File: src/rtl/porta_pad_coleco.sv
// Two-player controller front-end: synchronised/debounced buttons, optional keypad scan, select-driven output mux.
// Keypad scanning is built only when PORTA_PAD_KEYPAD_EN is defined; otherwise keypad nibbles read as F.
module porta_pad_coleco #(
    parameter int DEBOUNCE_CYCLES = 4096,
    parameter int SCAN_DIV        = 1024
) (
    input  logic       clk,
    input  logic       RESETn,
    input  logic       C4_ARM,
    input  logic       C7_FIRE,
    input  logic [5:0] P1_BTN,
    input  logic [5:0] P2_BTN,
    output logic [2:0] KP_COL,
    input  logic [3:0] KP1_ROW,
    input  logic [3:0] KP2_ROW,
    output logic       C1P0,
    output logic       C1P1,
    output logic       C1P2,
    output logic       C1P3,
    output logic       C1P5,
    output logic       C1P6,
    output logic       C2P0,
    output logic       C2P1,
    output logic       C2P2,
    output logic       C2P3,
    output logic       C2P5,
    output logic       C2P6
);

    localparam int CNT_W = (DEBOUNCE_CYCLES > 2) ? $clog2(DEBOUNCE_CYCLES) : 1;
    localparam logic [CNT_W-1:0] DB_MAX = CNT_W'(DEBOUNCE_CYCLES - 1);

    logic [11:0] btn_meta_q;
    logic [11:0] btn_sync_q;
    logic [11:0] btn_db;
    logic [3:0]  kp1_nib;
    logic [3:0]  kp2_nib;

    always_ff @(posedge clk or negedge RESETn) begin
        if (!RESETn) begin
            btn_meta_q <= '1;
            btn_sync_q <= '1;
        end else begin
            btn_meta_q <= {P2_BTN, P1_BTN};
            btn_sync_q <= btn_meta_q;
        end
    end

    // Bits [5:0] are player 1, [11:6] player 2; each level must hold DEBOUNCE_CYCLES cycles to be accepted.
    genvar gi;
    generate
        for (gi = 0; gi < 12; gi++) begin : g_db
            logic [CNT_W-1:0] cnt_q;
            logic             db_q;

            always_ff @(posedge clk or negedge RESETn) begin
                if (!RESETn) begin
                    cnt_q <= '0;
                    db_q  <= 1'b1;
                end else if (btn_sync_q[gi] == db_q) begin
                    cnt_q <= '0;
                end else if (cnt_q == DB_MAX) begin
                    db_q  <= btn_sync_q[gi];
                    cnt_q <= '0;
                end else begin
                    cnt_q <= cnt_q + 1'b1;
                end
            end

            assign btn_db[gi] = db_q;
        end
    endgenerate

`ifdef PORTA_PAD_KEYPAD_EN
    localparam int DIV_W = $clog2(SCAN_DIV);
    localparam logic [DIV_W-1:0] DIV_MAX = DIV_W'(SCAN_DIV - 1);

    typedef enum logic [2:0] {
        S_IDLE,
        S_COL0,
        S_COL1,
        S_COL2,
        S_COMMIT
    } scan_state_t;

    scan_state_t      state_q;
    logic [DIV_W-1:0] div_q;
    logic [2:0]       kp_col_q;
    logic [3:0]       kp1_row_meta_q, kp1_row_sync_q;
    logic [3:0]       kp2_row_meta_q, kp2_row_sync_q;
    logic [11:0]      kp1_samp_q, kp2_samp_q;
    logic [3:0]       kp1_prev_q, kp2_prev_q;
    logic [3:0]       kp1_nib_q, kp2_nib_q;
    logic [3:0]       kp1_cand, kp2_cand;

    // Sample index is col*4 + row; returns the CPU-visible active-low nibble.
    function automatic logic [3:0] key_code(input int idx);
        logic [3:0] code;
        case (idx)
            0:       code = 4'hD;
            1:       code = 4'h2;
            2:       code = 4'h5;
            3:       code = 4'h6;
            4:       code = 4'h7;
            5:       code = 4'h3;
            6:       code = 4'h1;
            7:       code = 4'hA;
            8:       code = 4'hC;
            9:       code = 4'hE;
            10:      code = 4'hB;
            11:      code = 4'h9;
            default: code = 4'hF;
        endcase
        return code;
    endfunction

    function automatic logic [3:0] scan_candidate(input logic [11:0] samp);
        int         lows;
        logic [3:0] code;
        lows = 0;
        code = 4'hF;
        for (int i = 0; i < 12; i++) begin
            if (!samp[i]) begin
                lows = lows + 1;
                code = key_code(i);
            end
        end
        return (lows == 1) ? code : 4'hF;
    endfunction

    always_comb begin
        kp1_cand = scan_candidate(kp1_samp_q);
        kp2_cand = scan_candidate(kp2_samp_q);
    end

    always_ff @(posedge clk or negedge RESETn) begin
        if (!RESETn) begin
            kp1_row_meta_q <= '1;
            kp1_row_sync_q <= '1;
            kp2_row_meta_q <= '1;
            kp2_row_sync_q <= '1;
        end else begin
            kp1_row_meta_q <= KP1_ROW;
            kp1_row_sync_q <= kp1_row_meta_q;
            kp2_row_meta_q <= KP2_ROW;
            kp2_row_sync_q <= kp2_row_meta_q;
        end
    end

    always_ff @(posedge clk or negedge RESETn) begin
        if (!RESETn) begin
            state_q    <= S_IDLE;
            div_q      <= '0;
            kp_col_q   <= 3'b111;
            kp1_samp_q <= '1;
            kp2_samp_q <= '1;
            kp1_prev_q <= 4'hF;
            kp2_prev_q <= 4'hF;
            kp1_nib_q  <= 4'hF;
            kp2_nib_q  <= 4'hF;
        end else begin
            case (state_q)
                S_IDLE: begin
                    state_q  <= S_COL0;
                    kp_col_q <= 3'b110;
                    div_q    <= '0;
                end
                S_COL0: begin
                    if (div_q == DIV_MAX) begin
                        div_q            <= '0;
                        kp1_samp_q[3:0]  <= kp1_row_sync_q;
                        kp2_samp_q[3:0]  <= kp2_row_sync_q;
                        state_q          <= S_COL1;
                        kp_col_q         <= 3'b101;
                    end else begin
                        div_q <= div_q + 1'b1;
                    end
                end
                S_COL1: begin
                    if (div_q == DIV_MAX) begin
                        div_q            <= '0;
                        kp1_samp_q[7:4]  <= kp1_row_sync_q;
                        kp2_samp_q[7:4]  <= kp2_row_sync_q;
                        state_q          <= S_COL2;
                        kp_col_q         <= 3'b011;
                    end else begin
                        div_q <= div_q + 1'b1;
                    end
                end
                S_COL2: begin
                    if (div_q == DIV_MAX) begin
                        div_q            <= '0;
                        kp1_samp_q[11:8] <= kp1_row_sync_q;
                        kp2_samp_q[11:8] <= kp2_row_sync_q;
                        state_q          <= S_COMMIT;
                        kp_col_q         <= 3'b111;
                    end else begin
                        div_q <= div_q + 1'b1;
                    end
                end
                S_COMMIT: begin
                    // Publish only when two consecutive scans agree.
                    if (kp1_cand == kp1_prev_q) kp1_nib_q <= kp1_cand;
                    if (kp2_cand == kp2_prev_q) kp2_nib_q <= kp2_cand;
                    kp1_prev_q <= kp1_cand;
                    kp2_prev_q <= kp2_cand;
                    state_q    <= S_COL0;
                    kp_col_q   <= 3'b110;
                    div_q      <= '0;
                end
                default: begin
                    state_q  <= S_IDLE;
                    kp_col_q <= 3'b111;
                    div_q    <= '0;
                end
            endcase
        end
    end

    assign KP_COL  = kp_col_q;
    assign kp1_nib = kp1_nib_q;
    assign kp2_nib = kp2_nib_q;
`else
    logic unused_kp_rows;

    assign unused_kp_rows = ^{KP1_ROW, KP2_ROW};
    assign KP_COL         = 3'b111;
    assign kp1_nib        = 4'hF;
    assign kp2_nib        = 4'hF;
`endif

    // Line vectors are ordered {P6,P5,P3,P2,P1,P0}.
    logic [5:0] c1_d, c1_q;
    logic [5:0] c2_d, c2_q;

    always_comb begin
        c1_d = '1;
        c2_d = '1;
        if (C4_ARM) begin
            c1_d = {1'b1, btn_db[4],  btn_db[3],  btn_db[2],  btn_db[1], btn_db[0]};
            c2_d = {1'b1, btn_db[10], btn_db[9],  btn_db[8],  btn_db[7], btn_db[6]};
        end else if (C7_FIRE) begin
            c1_d = {1'b1, btn_db[5],  kp1_nib[1], kp1_nib[3], kp1_nib[2], kp1_nib[0]};
            c2_d = {1'b1, btn_db[11], kp2_nib[1], kp2_nib[3], kp2_nib[2], kp2_nib[0]};
        end
    end

    always_ff @(posedge clk or negedge RESETn) begin
        if (!RESETn) begin
            c1_q <= '1;
            c2_q <= '1;
        end else begin
            c1_q <= c1_d;
            c2_q <= c2_d;
        end
    end

    assign {C1P6, C1P5, C1P3, C1P2, C1P1, C1P0} = c1_q;
    assign {C2P6, C2P5, C2P3, C2P2, C2P1, C2P0} = c2_q;

endmodule

File: config.mk
export PLATFORM = sky130hd
export DESIGN_NAME = porta_pad_coleco
export DESIGN_NICKNAME = d
export VERILOG_FILES = /design/src/rtl/porta_pad_coleco.sv
export SDC_FILE = /design/constraint.sdc
export NUM_CORES = 1
export LEC_CHECK = 0
export ABC_AREA = 1
export BUFFER_PORTS_ARGS = -buffer_cell sky130_fd_sc_hd__buf_2
export CAP_MARGIN = 0
export CORE_MARGIN = 4
export CORE_UTILIZATION = 47
export CTS_CLUSTER_DIAMETER = 120
export DETAILED_ROUTE_END_ITERATION = 12
export GPL_TIMING_DRIVEN = 0
export SKIP_LAST_GASP = 1
export SYNTH_ARGS = -nofsm -noshare
export SYNTH_HDL_FRONTEND = slang
export SYNTH_SLANG_ARGS = --single-unit
File: constraint.sdc
create_clock -name clk -period 2.45 [get_ports clk]
set_input_delay 0.49 -clock clk [delete_from_list [all_inputs] [get_ports clk]]
set_output_delay 0.49 -clock clk [all_outputs]
set_load 0.01 [all_outputs]
### Yosys cells after proc, flatten, opt, wreduce, memory -nomap -nowiden

Index checks and enable logic that the tools add are counted.

* input bits: 24
* logic and storage cells: 116
* register bits after elaboration: 192
* output and inout bits: 15

* bitwise operators: 12
* $add $sub $neg: 12
* equal/unequal tests: 24
* multiplexer cells: 28
* reduce and logical (&&, ||, !) cells: 12

Operator list (number)
* $mux 12: 24
* $add 12x1->12 const B: 12
* $eq 12x12->1 const B: 12
* $reduce_and 2->1: 12
* $eq 1x1->1: 12
* $mux 6: 2
* $not 1->1: 12
* $mux 5: 2

### Depth between registers and ports, before layout

* depth after elaboration: 3
* gate-level depth with buffers: 8

### Worst setup path after synthesis

OpenSTA, ideal clock, no wires.

* path kind: register to register
* start point: reg g_db[7].cnt_q[0]
* end point: reg g_db[7].cnt_q[11]
* setup time: 0.119 ns
* path slack: 1.222 ns
* arrival time: 1.109 ns
* clock period less this slack: 1.228 ns
* cell stages (with the launch flop): 7
* data required time: 2.331 ns
* cells stage by stage: dfrtp_1 ha_1 nand2_1 nor2_2 nand3_1 nand2_2 nor2_1

* longest elaborated chain between the ends: 3
* elaborated cells between the ends (all ways): 4

Ends and longest elaborated chain
* start: declaration: line 53 `logic [CNT_W-1:0] cnt_q;`
* start signal: assignment: line 66 `cnt_q <= cnt_q + 1'b1;`
* $add 12x1->12 or $eq 12x12->1 (tied branches): line 66, 62
* $mux 12 (*): line 62 `end else if (cnt_q == DB_MAX) begin`
* $mux 12 (*): line 60 `end else if (btn_sync_q[gi] == db_q) begin`

Mark *: on every way between the ends. The rest lies on a longest branch, timed or not.
A chain may end at the register's enable or synchronous reset.

### Final worst setup path

* start point: reg c1_q[4]
* end point: out C1P5

RTL lines
* start: declaration: line 233 `logic [5:0] c1_d, c1_q;`
* start signal: assignment: line 250 `c1_q <= '1;`
* start signal: assignment: line 253 `c1_q <= c1_d;`
* end: declaration: line 20 `output logic C1P5,`

No word-level cell between the ends.

==> flow_summary.ini <==
[synthesis]
ys_types = 24
yosysMostFrequentCell = nand2_1
ys.flop_type = dfrtp_1
ys_seq_area_share_pct = 52.2
synth_top_area_share_pct = 39.1
synth_enable_flop_cells = 0
yosys-top-cells-area = dfrtp_1 39%, dfstp_2 13%, nand2_1 9.8%, nor2_1 9.3%, inv_1 4.6%
yosysTopAreaCell = dfrtp_1
synth_cells = 1084
synth.avg_cell_area_sq_um = 8.51
async_reset_ff_share_pct = 100
synthTopCellsByCount = 240 x nand2_1, 229 x nor2_1, 144 x dfrtp_1, 113 x inv_1, 70 x nand3_1
synthesis.area_sq_um = 9230
ys_ff_latch = 190
yosysWarnings = 0

[grt]
grt_pass1_vias = 6292
overflow = 0
antenna_found_initial = 0
track_usage_pct = 15.3
grt_max_degree = 98
grt_pass1_wl_mm = 27.9

[timing]
max_freq_ghz = 0.642
skew_ns = 0.00882
finalHoldViolations = 0
min_period_ns = 1.56
drv_slew = 0
grt_setup_unrepaired = false
timing.final.crit_share_pct = 63.6
relSlewSlack_pct = 53.4
worst_slew_pin_slew_ns = 0.698
setup_viol = 0
whs_ns = 0.0577
fin_ws_ns = 0.892

[worst_hold_path]
hold_path_class = primary input to async pin

[detailed_routing]
drc = 0
drt_iter0_drc = 211
wl_per_cell_um = 11.0
firstDrtPassIters = 4
viasPerCell = 4.64
vias = 6523
routed_wl_mm = 15.5
ant_nets = 0

[die]
start_util_pct = 48.5
dieArea_sq_um = 21900
die_w_um = 148
die_h_um = 148
coreArea_sq_um = 19000
io_pins = 39
rows = 50

[clock_network]
root_buffer = clkbuf_16
post-cts-setup-buffers = 0
ctsHtreeMaxLevel = 4
worstSkewPairLatency_ns = 0.42
clock_sinks = 190
ctsResizeCount = 0
cts_buffers = 17
cts_tree = yes
cts.path.max_buffers = 2
ctsHoldBuffers = 0
clk_pin_slew_worst_paths_ns = 0.07

[layout]
drive_gt1_share_pct = 17.0
diodes = 0
nNetsFinal = 1169
area_growth_pct = 11.4

[critical_path]
worstPathArrival_ns = 1.07
worstSetupStartpoint = c1_q[4]$_DFF_PN1_
rr_startpoint = g_db[11].cnt_q[0]$_DFF_PN0_
crit_family = flip-flops
path_depth = 1
crit_path_max_incr_delay_ns = 0.53
endpoint_kind = output port
ff2ff_path_depth = 6
cp_cell_sequence = buf_2
cp.required_ns = 1.96
cp_max_fo = 1
crit_buf_inv = 1
endpoint = C1P5
slowest_stage = dfstp_2
r2r-end = g_db[11].cnt_q[7]$_DFF_PN0_
ff2ff_setup_slack_ns = 1.01
worstSetupPathType = flop to output port
startpoint_type = flop

[place]
io_buffer_count = 25
hpwl_mm = 11.0
preCtsSetupSlack_ns = 0.931
gp_congestion = 0.826

[power_and_ir_drop]
power.leakage_nw = 4.46
power.switching_mw = 1.39
p_per_area_nw_per_um2 = 598
pwr-share-comb_pct = 4.4
power.internal_mw = 4.75
p_sw_share_pct = 22.7
p_clk_share_pct = 42.0
seqPwrFrac_pct = 53.6
ir_worst_vdd_mv = 0.448

[status]
status = finished clean

[run]
maxCapViolations = 0
power by group through the flow:
stage               clock (mW)  sequential (mW)  combinational [mW]
finish                    2.58             3.29               0.273
global route              2.82             3.30               0.325
CTS                       2.69             3.29               0.286
detailed placement           0             3.35               0.285
global placement             0             3.35               0.273
floorplan                    0             3.34               0.152
sequential cells by signal, indices dropped and copies added, names as in the netlist:
register	flops
g_db.cnt_q	144
c2_q	5
btn_sync_q	12
g_db.db_q	12
c1_q	5
btn_meta_q	12
layer usage:
metal  vias to the layer above  global-route usage, %  wire length (um)  share of wire [%]
met4                         0                   4.43               167                1.1
met5                         -                      0                 0                  0
met3                        13                   3.66               351                2.3
li1                       3448                      -                 -                  -
met1                      3016                   20.8              7790                 50
met2                        46                   24.5              7200                 46
kinds of logic after synthesis:
group                    after synthesis  share of synthesized area [%]
other                                  1                         0.0406
AND/OR/NAND/NOR                      660                           31.8
AO/OA/AOI/OAI                         27                           1.46
flip-flops                           190                           52.2
buffers and inverters                124                           5.25
XOR/XNOR                              70                           7.62
adder cells (fa/ha/maj)               12                           1.63
worst min path at each step:
stage	startpoint	endpoint	slack, ns	cells past startpoint
3_3_place_gp	btn_meta_q[3]$_DFF_PN1_	btn_sync_q[3]$_DFF_PN1_	0.35	0
2_1_floorplan	RESETn	g_db[0].cnt_q[0]$_DFF_PN0_	0.19	0
4_1_cts	RESETn	g_db[8].cnt_q[8]$_DFF_PN0_	0.1	1
3_5_place_dp	btn_meta_q[3]$_DFF_PN1_	btn_sync_q[3]$_DFF_PN1_	0.35	0
6_report	RESETn	g_db[8].cnt_q[8]$_DFF_PN0_	0.06	1
5_1_grt	RESETn	g_db[8].cnt_q[8]$_DFF_PN0_	0.12	1
through the flow:
step | cells | power (mW) | area, sq um | utilization [%] | setup TNS (ns)
2_1_floorplan | 1088 | 3.50 | 9240 | - | 0
3_3_place_gp | 1373 | 3.62 | 9690 | 51.0 | -367.90
3_5_place_dp | 1374 | 3.64 | 9730 | 51.2 | 0
4_1_cts | 1406 | 6.27 | 10300 | 54.0 | 0
5_1_grt | 1406 | 6.45 | 10300 | 54.0 | 0
6_report | 1406 | 6.15 | 10300 | 54.0 | 0
layout by cell type (no fill, tap or decap), drive strengths merged, types with 22 or more instances in the layout:
cell / count
nand3: 74
buf: 31
clkbuf: 22
dfstp: 46
nand4: 29
nor2: 267
inv: 120
dfrtp: 144
nand2: 257
nor3: 28
xor2: 51
cell type report:
| class | count | area (sq um) |
|---|---|---|
| fillers | 1792 | 8740 |
| repair buffers | 26 | 163 |
| plain buffers | 5 | 37.5 |
| clock buffers | 22 | 454 |
| clock inverters | 10 | 90.1 |
| flip-flops and latches | 190 | 4810 |
| multi-input cells | 774 | 3950 |
| well taps | 260 | 325 |
| inverters | 119 | 447 |
Note: power is estimated with default switching activity, not from simulation.
